**config.mk**
```make
export PLATFORM = sky130hd
export DESIGN_NAME = fpu_cmp_issuer
export DESIGN_NICKNAME = d
export VERILOG_FILES = /design/src/rtl/fpu_cmp_issuer.sv
export SDC_FILE = /design/constraint.sdc
export NUM_CORES = 1
export LEC_CHECK = 0
export ABC_AREA = 1
export ABC_CLOCK_PERIOD_IN_PS = 3600
export BUFFER_PORTS_ARGS = -buffer_cell sky130_fd_sc_hd__buf_2
export CORE_ASPECT_RATIO = 0.6
export CORE_MARGIN = 4
export CORE_UTILIZATION = 52
export CTS_CLUSTER_SIZE = 28
export DETAILED_ROUTE_END_ITERATION = 8
export PLACE_DENSITY = 0.87
export SETUP_SLACK_MARGIN = 0.5
export SLEW_MARGIN = 10
export SYNTH_ARGS = -nofsm -noshare
export SYNTH_HDL_FRONTEND = slang
export SYNTH_SLANG_ARGS = --single-unit
```
**constraint.sdc**
```tcl
create_clock -name sys_clk -period 3.6 [get_ports sys_clk]
set_clock_uncertainty 0.1 [all_clocks]
set_input_delay 0.54 -clock sys_clk [delete_from_list [all_inputs] [get_ports sys_clk]]
set_output_delay 0.54 -clock sys_clk [all_outputs]
set_load 0.01 [all_outputs]
```
**src/rtl/fpu_cmp_issuer.sv**
```systemverilog
`default_nettype none
// ============================================================================
// Module   : fpu_cmp_issuer
// Function : FLE/FLT/FEQ sequencer feeding a pipelined less-or-equal compare
//            unit, with in-order result tracking and a buffered writeback.
//            Optional FPU_CMP_STATS_EN adds issue/stall counters.
// Revision : 1.0
// ============================================================================
module fpu_cmp_issuer #(
   parameter int TAG_W = 5,
   parameter int DEPTH = 4
) (
   input  logic             sys_clk,
   input  logic             rstn,
   input  logic             req_valid,
   output logic             req_ready,
   input  logic [1:0]       req_op,
   input  logic [TAG_W-1:0] req_tag,
   input  logic [31:0]      req_x1,
   input  logic [31:0]      req_x2,
   output logic             cmp_valid,
   output logic [31:0]      cmp_x1,
   output logic [31:0]      cmp_x2,
   input  logic [31:0]      cmp_y,
   input  logic             cmp_out_valid,
   output logic             wb_valid,
   input  logic             wb_ready,
   output logic [TAG_W-1:0] wb_tag,
   output logic [31:0]      wb_data
`ifdef FPU_CMP_STATS_EN
   ,
   output logic [31:0]      stat_issued,
   output logic [31:0]      stat_stall
`endif
);

   localparam int PTR_W = $clog2(DEPTH);

   localparam logic [0:0] ST_IDLE   = 1'b0;
   localparam logic [0:0] ST_ISSUE2 = 1'b1;

   localparam logic [1:0] KIND_FLE = 2'd0;
   localparam logic [1:0] KIND_FLT = 2'd1;
   localparam logic [1:0] KIND_FEQ = 2'd2;

   localparam logic [PTR_W:0]   DEPTH_C  = DEPTH[PTR_W:0];
   localparam logic [PTR_W:0]   ONE_W    = {{PTR_W{1'b0}}, 1'b1};
   localparam logic [PTR_W+1:0] ONE_PEND = {{(PTR_W+1){1'b0}}, 1'b1};

   logic [0:0]       state;
   logic [31:0]      lat_a;
   logic [31:0]      lat_b;
   logic [TAG_W-1:0] lat_tag;
   logic [1:0]       req_kind;
   logic             accept;

   // pending-beat FIFO (2*DEPTH entries: each request may need two beats)
   logic [TAG_W-1:0] pend_tag    [0:2*DEPTH-1];
   logic [1:0]       pend_kind   [0:2*DEPTH-1];
   logic             pend_second [0:2*DEPTH-1];
   logic [PTR_W:0]   pend_wr;
   logic [PTR_W:0]   pend_rd;
   logic [PTR_W+1:0] pend_count;
   logic             pend_push;
   logic             pend_pop;
   logic [TAG_W-1:0] push_tag;
   logic [1:0]       push_kind;
   logic             push_second;

   logic             hold;
   logic             res_push;
   logic             res_value;

   logic [TAG_W-1:0] res_tag  [0:DEPTH-1];
   logic             res_data [0:DEPTH-1];
   logic [PTR_W-1:0] res_wr;
   logic [PTR_W-1:0] res_rd;
   logic [PTR_W:0]   res_count;
   logic             wb_pop;

   logic [PTR_W:0]   credits;

   logic             unused_y;
   assign unused_y = ^cmp_y[31:1];

   always_comb begin
      req_kind = KIND_FLE;
      case (req_op)
         2'b01:   req_kind = KIND_FLT;
         2'b10:   req_kind = KIND_FEQ;
         default: req_kind = KIND_FLE;
      endcase
   end

   assign req_ready = (state == ST_IDLE) && (credits < DEPTH_C);
   assign accept    = req_valid & req_ready;
   assign wb_valid  = (res_count != '0);
   assign wb_pop    = wb_valid & wb_ready;
   assign pend_pop  = cmp_out_valid & (pend_count != '0);
   assign wb_tag    = res_tag[res_rd];
   assign wb_data   = {31'd0, res_data[res_rd]};

   always_ff @(posedge sys_clk or negedge rstn) begin
      if (!rstn) begin
         state     <= ST_IDLE;
         cmp_valid <= 1'b0;
         cmp_x1    <= '0;
         cmp_x2    <= '0;
         lat_a     <= '0;
         lat_b     <= '0;
         lat_tag   <= '0;
      end else begin
         cmp_valid <= 1'b0;
         case (state)
            ST_IDLE: begin
               if (accept) begin
                  cmp_valid <= 1'b1;
                  // flt(a,b) == !(b <= a)
                  if (req_kind == KIND_FLT) begin
                     cmp_x1 <= req_x2;
                     cmp_x2 <= req_x1;
                  end else begin
                     cmp_x1 <= req_x1;
                     cmp_x2 <= req_x2;
                  end
                  if (req_kind == KIND_FEQ) begin
                     lat_a   <= req_x1;
                     lat_b   <= req_x2;
                     lat_tag <= req_tag;
                     state   <= ST_ISSUE2;
                  end
               end
            end
            ST_ISSUE2: begin
               cmp_valid <= 1'b1;
               cmp_x1    <= lat_b;
               cmp_x2    <= lat_a;
               state     <= ST_IDLE;
            end
            default: state <= ST_IDLE;
         endcase
      end
   end

   assign pend_push   = accept | (state == ST_ISSUE2);
   assign push_second = (state == ST_ISSUE2);
   assign push_tag    = push_second ? lat_tag : req_tag;
   assign push_kind   = push_second ? KIND_FEQ : req_kind;

   always_ff @(posedge sys_clk) begin
      if (pend_push) begin
         pend_tag[pend_wr]    <= push_tag;
         pend_kind[pend_wr]   <= push_kind;
         pend_second[pend_wr] <= push_second;
      end
   end

   always_ff @(posedge sys_clk or negedge rstn) begin
      if (!rstn) begin
         pend_wr    <= '0;
         pend_rd    <= '0;
         pend_count <= '0;
      end else begin
         if (pend_push) pend_wr <= pend_wr + ONE_W;
         if (pend_pop)  pend_rd <= pend_rd + ONE_W;
         case ({pend_push, pend_pop})
            2'b10:   pend_count <= pend_count + ONE_PEND;
            2'b01:   pend_count <= pend_count - ONE_PEND;
            default: pend_count <= pend_count;
         endcase
      end
   end

   always_comb begin
      res_push  = 1'b0;
      res_value = 1'b0;
      if (pend_pop) begin
         case (pend_kind[pend_rd])
            KIND_FEQ: begin
               if (pend_second[pend_rd]) begin
                  res_push  = 1'b1;
                  res_value = hold & cmp_y[0];
               end
            end
            KIND_FLT: begin
               res_push  = 1'b1;
               res_value = ~cmp_y[0];
            end
            default: begin
               res_push  = 1'b1;
               res_value = cmp_y[0];
            end
         endcase
      end
   end

   always_ff @(posedge sys_clk or negedge rstn) begin
      if (!rstn) begin
         hold <= 1'b0;
      end else if (pend_pop && (pend_kind[pend_rd] == KIND_FEQ) && !pend_second[pend_rd]) begin
         hold <= cmp_y[0];
      end
   end

   always_ff @(posedge sys_clk) begin
      if (res_push) begin
         res_tag[res_wr]  <= pend_tag[pend_rd];
         res_data[res_wr] <= res_value;
      end
   end

   // Space is guaranteed by the credit check at accept time.
   always_ff @(posedge sys_clk or negedge rstn) begin
      if (!rstn) begin
         res_wr    <= '0;
         res_rd    <= '0;
         res_count <= '0;
      end else begin
         if (res_push) res_wr <= res_wr + ONE_W[PTR_W-1:0];
         if (wb_pop)   res_rd <= res_rd + ONE_W[PTR_W-1:0];
         case ({res_push, wb_pop})
            2'b10:   res_count <= res_count + ONE_W;
            2'b01:   res_count <= res_count - ONE_W;
            default: res_count <= res_count;
         endcase
      end
   end

   always_ff @(posedge sys_clk or negedge rstn) begin
      if (!rstn) begin
         credits <= '0;
      end else begin
         case ({accept, wb_pop})
            2'b10:   credits <= credits + ONE_W;
            2'b01:   credits <= credits - ONE_W;
            default: credits <= credits;
         endcase
      end
   end

`ifdef FPU_CMP_STATS_EN
   always_ff @(posedge sys_clk or negedge rstn) begin
      if (!rstn) begin
         stat_issued <= '0;
         stat_stall  <= '0;
      end else begin
         if (accept)                 stat_issued <= stat_issued + 32'd1;
         if (req_valid && !req_ready) stat_stall <= stat_stall + 32'd1;
      end
   end
`endif

endmodule
`default_nettype wire

```
**Yosys cells after proc, flatten, opt, wreduce, memory -nomap -nowiden**

Memories as Yosys holds them, arrays and structs flattened.
Cells that the tools add are included.

- Order comparisons: 1
- Equal/unequal tests: 13
- $add $sub $neg: 10
- Reduce and logical (&&, ||, !) cells: 10
- Mux-type cells: 27
- Bitwise operators: 7

Operators with widths:

| operator | number |
|---|---|
| $mux 32 | 4 |
| $pmux 32 s2 | 2 |
| $add 3x1->3 const B | 4 |
| $eq 2x1->1 const B | 6 |
| $eq 2x2->1 const B | 6 |
| $mux 1 | 12 |
| $pmux 3 s2 | 2 |
| $pmux 4 s2 | 1 |
| $pmux 1 s2 | 3 |
| $reduce_bool 2->1 | 3 |
| $sub 3x1->3 const B | 2 |
| $mux 5 | 1 |
| $add 2x1->2 const B | 2 |
| $add 4x1->4 const B | 1 |
| $and 1x1->1 | 4 |
| $pmux 2 s2 | 1 |
| $reduce_bool 4->1 | 1 |
| $sub 4x1->4 const B | 1 |
| $logic_and 1x1->1 | 3 |
| $lt 3x3->1 const B | 1 |
| $reduce_and 3->1 | 1 |
| $reduce_bool 3->1 | 1 |
| $mux 2 | 1 |
| $ne 2x2->1 const B | 1 |
| other kinds (3) | 4 |

- Bits in writable memories: 88
- Memories kept: 5
- Logic and storage cells: 88
- Bits in registers: 156
- Input port bits: 108

Memory list:

| name | words | width | read ports | clocked after memory_dff | write ports | line | text |
|---|---|---|---|---|---|---|---|
| pend_tag | 8 | 5 | 1 | 0 | 1 | 58 | `logic [TAG_W-1:0] pend_tag [0:2*DEPTH-1];` |
| res_tag | 4 | 5 | 1 | 0 | 1 | 74 | `logic [TAG_W-1:0] res_tag [0:DEPTH-1];` |
| pend_kind | 8 | 2 | 1 | 0 | 1 | 59 | `logic [1:0] pend_kind [0:2*DEPTH-1];` |
| pend_second | 8 | 1 | 1 | 0 | 1 | 60 | `logic pend_second [0:2*DEPTH-1];` |
| res_data | 4 | 1 | 1 | 0 | 1 | 75 | `logic res_data [0:DEPTH-1];` |

**Longest topological paths before layout**

- Word-level depth: 6
- Depth in mapped cells: 16
- Gate-level depth less buffers: 15

**Worst setup path before layout**

OpenSTA, ideal clock, no wires.

- Kind: register to register
- Start point: reg pend_rd[0]
- End point: reg res_count[2]
- Cell stages (with the launch flop): 16
- Library setup time: 0.131 ns
- Path slack: 0.850 ns
- Arrival time: 2.519 ns
- Period minus slack after synthesis: 2.750 ns
- Buffers on the path: 1
- Path through: dfrtp_1 inv_1 buf_2 nor2_1 o22ai_1 inv_1 o21ai_0 ha_1 nand2_1 nand2_1 ha_1 inv_1 fa_1 a21oi_1 o21ai_0 xor2_1

- Cells in the longest elaborated chain, start to end: 6

Ends and longest elaborated chain:

| element | line | text |
|---|---|---|
| start, declared | 62 | `logic [PTR_W:0] pend_rd;` |
| start signal, assigned | 165 | `if (pend_pop) pend_rd <= pend_rd + ONE_W;` |
| $mem_v2 8x2 / $mem_v2 8x1 (equally long branches) | - |  |
| $eq 2x2->1 / $mux 1 (equally long branches) | 178, 180 |  |
| $mux 1 * | 178 | `case (pend_kind[pend_rd])` |
| $mux 1 * | 177 | `if (pend_pop) begin` |
| $eq 2x1->1 / $eq 2x2->1 (equally long branches) | 221 | `case ({res_push, wb_pop})` |
| $pmux 3 s2 / $reduce_bool 2->1 (equally long branches) | - |  |
| end signal, assigned | 222 | `2'b10: res_count <= res_count + ONE_W;` |
| end signal, assigned | 223 | `2'b01: res_count <= res_count - ONE_W;` |
| end signal, assigned | 224 | `default: res_count <= res_count;` |
| end, declared | 78 | `logic [PTR_W:0] res_count;` |

Mark *: on every way between the ends. The rest lies on a longest branch, timed or not.
A chain may end at the register's enable or synchronous reset.

**Final worst setup path**

Same ends and word-level chain as after synthesis.

==> out/results.ini <==
[outcome]
status=completed

[routing]
drc_errors=0
drtIter0Drc=721
first_pass_iters=5
ant_nets=0
via_per_inst=5.35
dr_total_vias=8433
wl_per_cell_um=16.5
drt-total-wl_mm=26.0

[sta]
fin_crit_ns=2.82
max_freq_mhz=355
setup-tns-final_ns=0
rsz0062_at_grt=no
worst_slew_pin_slew_ns=1.02
slew-limit-headroom=0.317
hold_viol_final=0
slew_violations=0
post-route-worst-setup-slack_ns=0.781
period_share=0.783
setup-violations-final=0

[power_and_ir_drop]
ir_drop_uv=426
power_frac_seq=0.438
power_mw=10.6
combPwrFrac=0.334
leakage_nw=5.92
switching_share=0.361
switching_power_mw=3.83
power.internal_mw=6.77
power_frac_clock=0.228
powerDensity_nw_per_um2=847

[placed_design]
port_buffers=149
pre_cts_slack_ns=0.714
dp_cells=1528
gp_congestion=0.861
hpwl_mm=17.0

[setup_path]
r2r_setup_slack_ns=0.78
regToRegStartpoint=pend_rd[0]
crit_fanout=10
crit_required_ns=3.88
cp_num_buf_inv=5
critPathMaxStageDelay_ns=0.44
start_kind=register
r2r_cells=16
end_kind=register
worst_path_max_delay_cell=dfrtp_1
r2r-end=res_count[2]
crit_type=reg -> reg
arrival_ns=3.10
crit_chain=clkinvlp_4 -> buf_4 -> nor2_1 -> o22ai_1 -> inv_1 -> o21ai_0 -> inv_1 -> ha_1 -> nand2_1 -> nand2_1 -> ha_1 -> inv_1 -> fa_1 -> a21oi_1 -> o21ai_0 -> xor2_1
cp_common_cell=inv_1
critical-path-top-delay-family=adder cells

[synth]
yosysSeqAreaShare=0.604
synth_ff_type=dfrtp_1
synthCells=1148
async_flop_share=0.639
synth_top_area_share=0.360
synth.distinct_cells=31
netlist_area_um2=10800
synth_edf_count=88
yosysWarnings=0
avgSynthCellArea_um2=9.43
synth_area_leader_cell=dfrtp_1
ys_top_cells_by_area=dfrtp_1 36%, edfxtp_1 24%, nand2_1 10%
ys_ff_latch=244

[cells_and_area]
nNetsFinal=1408
drive_gt1_frac=0.166
nFillCells=1642
syn2layout_area_growth_pct=15.5
final_core_util=0.619
final_common_cell=nand2_1
finalNonFillerCells=1575
final_cell_mix=292 x nand2_1, 155 x dfrtp_1, 148 x buf_2

[cts]
clock-sinks=244
cts_tree=built
clk_path_buf_depth=3
htree_levels=1
cts_inserted_buffers=23
clkTransAtPathRegs_ns=0.06
clk_latency_ns=0.50
cts-root-buf=clkbuf_16

[hold_path]
hold_depth=3
hp-class=in -> reg
min_to=lat_b[15]
hp-start=req_x2[15]

[floorplanning]
die_area_um2=23300
start_util=0.536
chipHeight_um=120
design.portCount=212
core-area_um2=20200
die_w_um=194
rows=40

[global_routing]
grt_usage=0.217
grt_max_degree=116
antenna_found_initial=2
grt_pass1_vias=8031
grt_pass1_wl_mm=41.4
gr-total-overflow=0

[flow_run]
cap_violations=0

==> cell usage after synthesis (2+ instances only) <==
cell type / instances
inv_2: 2
ha_1: 13
a31oi_1: 5
clkbuf_1: 34
nand3_1: 60
o21ai_1: 37
fa_1: 3
dfrtp_1: 156
buf_4: 36
xor2_1: 7
o22ai_1: 10
o21ai_0: 144
o211ai_1: 4
inv_1: 88
xnor2_1: 4
buf_2: 18
a22oi_1: 15
buf_1: 4
edfxtp_1: 88
nand2_1: 294
nor2_1: 60
a21oi_1: 57
==> metal layers <==
layer / vias to the layer above / GRT usage / routed length, um
li1: 4017 / - / -
met1: 3995 / 0.321 / 11600
met2: 387 / 0.332 / 11700
met3: 32 / 0.0502 / 2330
met4: 2 / 0.0474 / 377
met5: - / 0 / 13
==> cells by family (layout without fill, tap and decap cells) <==
family / Yosys count / in the layout / share of synthesized area
and+or+nand+nor: 420 / 420 / 0.155
AOI/OAI and AO/OA: 272 / 272 / 0.132
DFF: 244 / 244 / 0.604
buffers and inverters: 184 / 306 / 0.0790
adders and majority gates: 16 / 16 / 0.0206
xor gates and xnor gates: 11 / 11 / 0.00890
other: 1 / 33 / 0.000346
==> state kept, by name, summed over array words and instances (netlist names), 4 cells and up <==
| signal | flops |
|---|---|
| pend_tag | 40 |
| lat_b | 32 |
| pend_second | 8 |
| lat_tag | 5 |
| cmp_x2 | 32 |
| res_tag | 20 |
| res_data | 4 |
| pend_count | 4 |
| pend_kind | 16 |
| cmp_x1 | 32 |
| lat_a | 32 |
==> worst max path at each step <==
stage	from	to	slack, ns	cells past startpoint
6_report	pend_rd[0]	res_count[2]	0.78	16
5_1_grt	pend_rd[0]	res_count[2]	0.49	15
4_1_cts	pend_rd[0]	res_count[2]	0.71	14
3_5_place_dp	pend_rd[0]	res_count[2]	0.71	14
3_3_place_gp	pend_rd[0]	res_count[2]	0.76	14
2_1_floorplan	pend_rd[0]	res_count[2]	0.85	15
==> power groups by stage <==
stage,logic (mW),registers [mW],clock network (mW)
final,3.54,4.64,2.42
after global placement,3.31,4.62,0
after detailed placement,3.49,4.65,0
after CTS,3.51,4.63,2.47
after global routing,4.02,4.76,2.58
after floorplan,2.15,4.68,0
==> area by class of cell <==
| class | count | area (um^2) | share of cell area |
|---|---|---|---|
| Sequential cell | 244 | 6550 | 0.523 |
| Multi-Input combinational cell | 750 | 3550 | 0.283 |
| Timing Repair Buffer | 174 | 980 | 0.0783 |
| Clock buffer | 32 | 627 | 0.0501 |
| Inverter | 91 | 347 | 0.0277 |
| Tap cell | 273 | 342 | 0.0273 |
| Clock inverter | 9 | 121 | 0.00970 |
| Antenna cell | 2 | 5.00 | 0.000400 |
==> worst min-delay path: cells and delay by family <==
| family | cells | cell delay (ns) |
|---|---|---|
| simple gates | 2 | 0.10 |
| buf+inv | 1 | 0.09 |
==> per-stage QoR <==
stage	hold slack [ns]	cell area (um^2)
2_1_floorplan	0.144	10900
3_3_place_gp	0.353	11700
3_5_place_dp	0.359	11700
4_1_cts	0.149	12500
5_1_grt	0.160	12500
6_report	0.171	12500
==> repair_timing <==
action	CTS	global route
hold endpoints to repair	9	0
resized for setup	0	5
setup endpoints to repair	0	14
hold buffers	1	0
setup buffers	0	3
(Power assumes the default switching activity.)
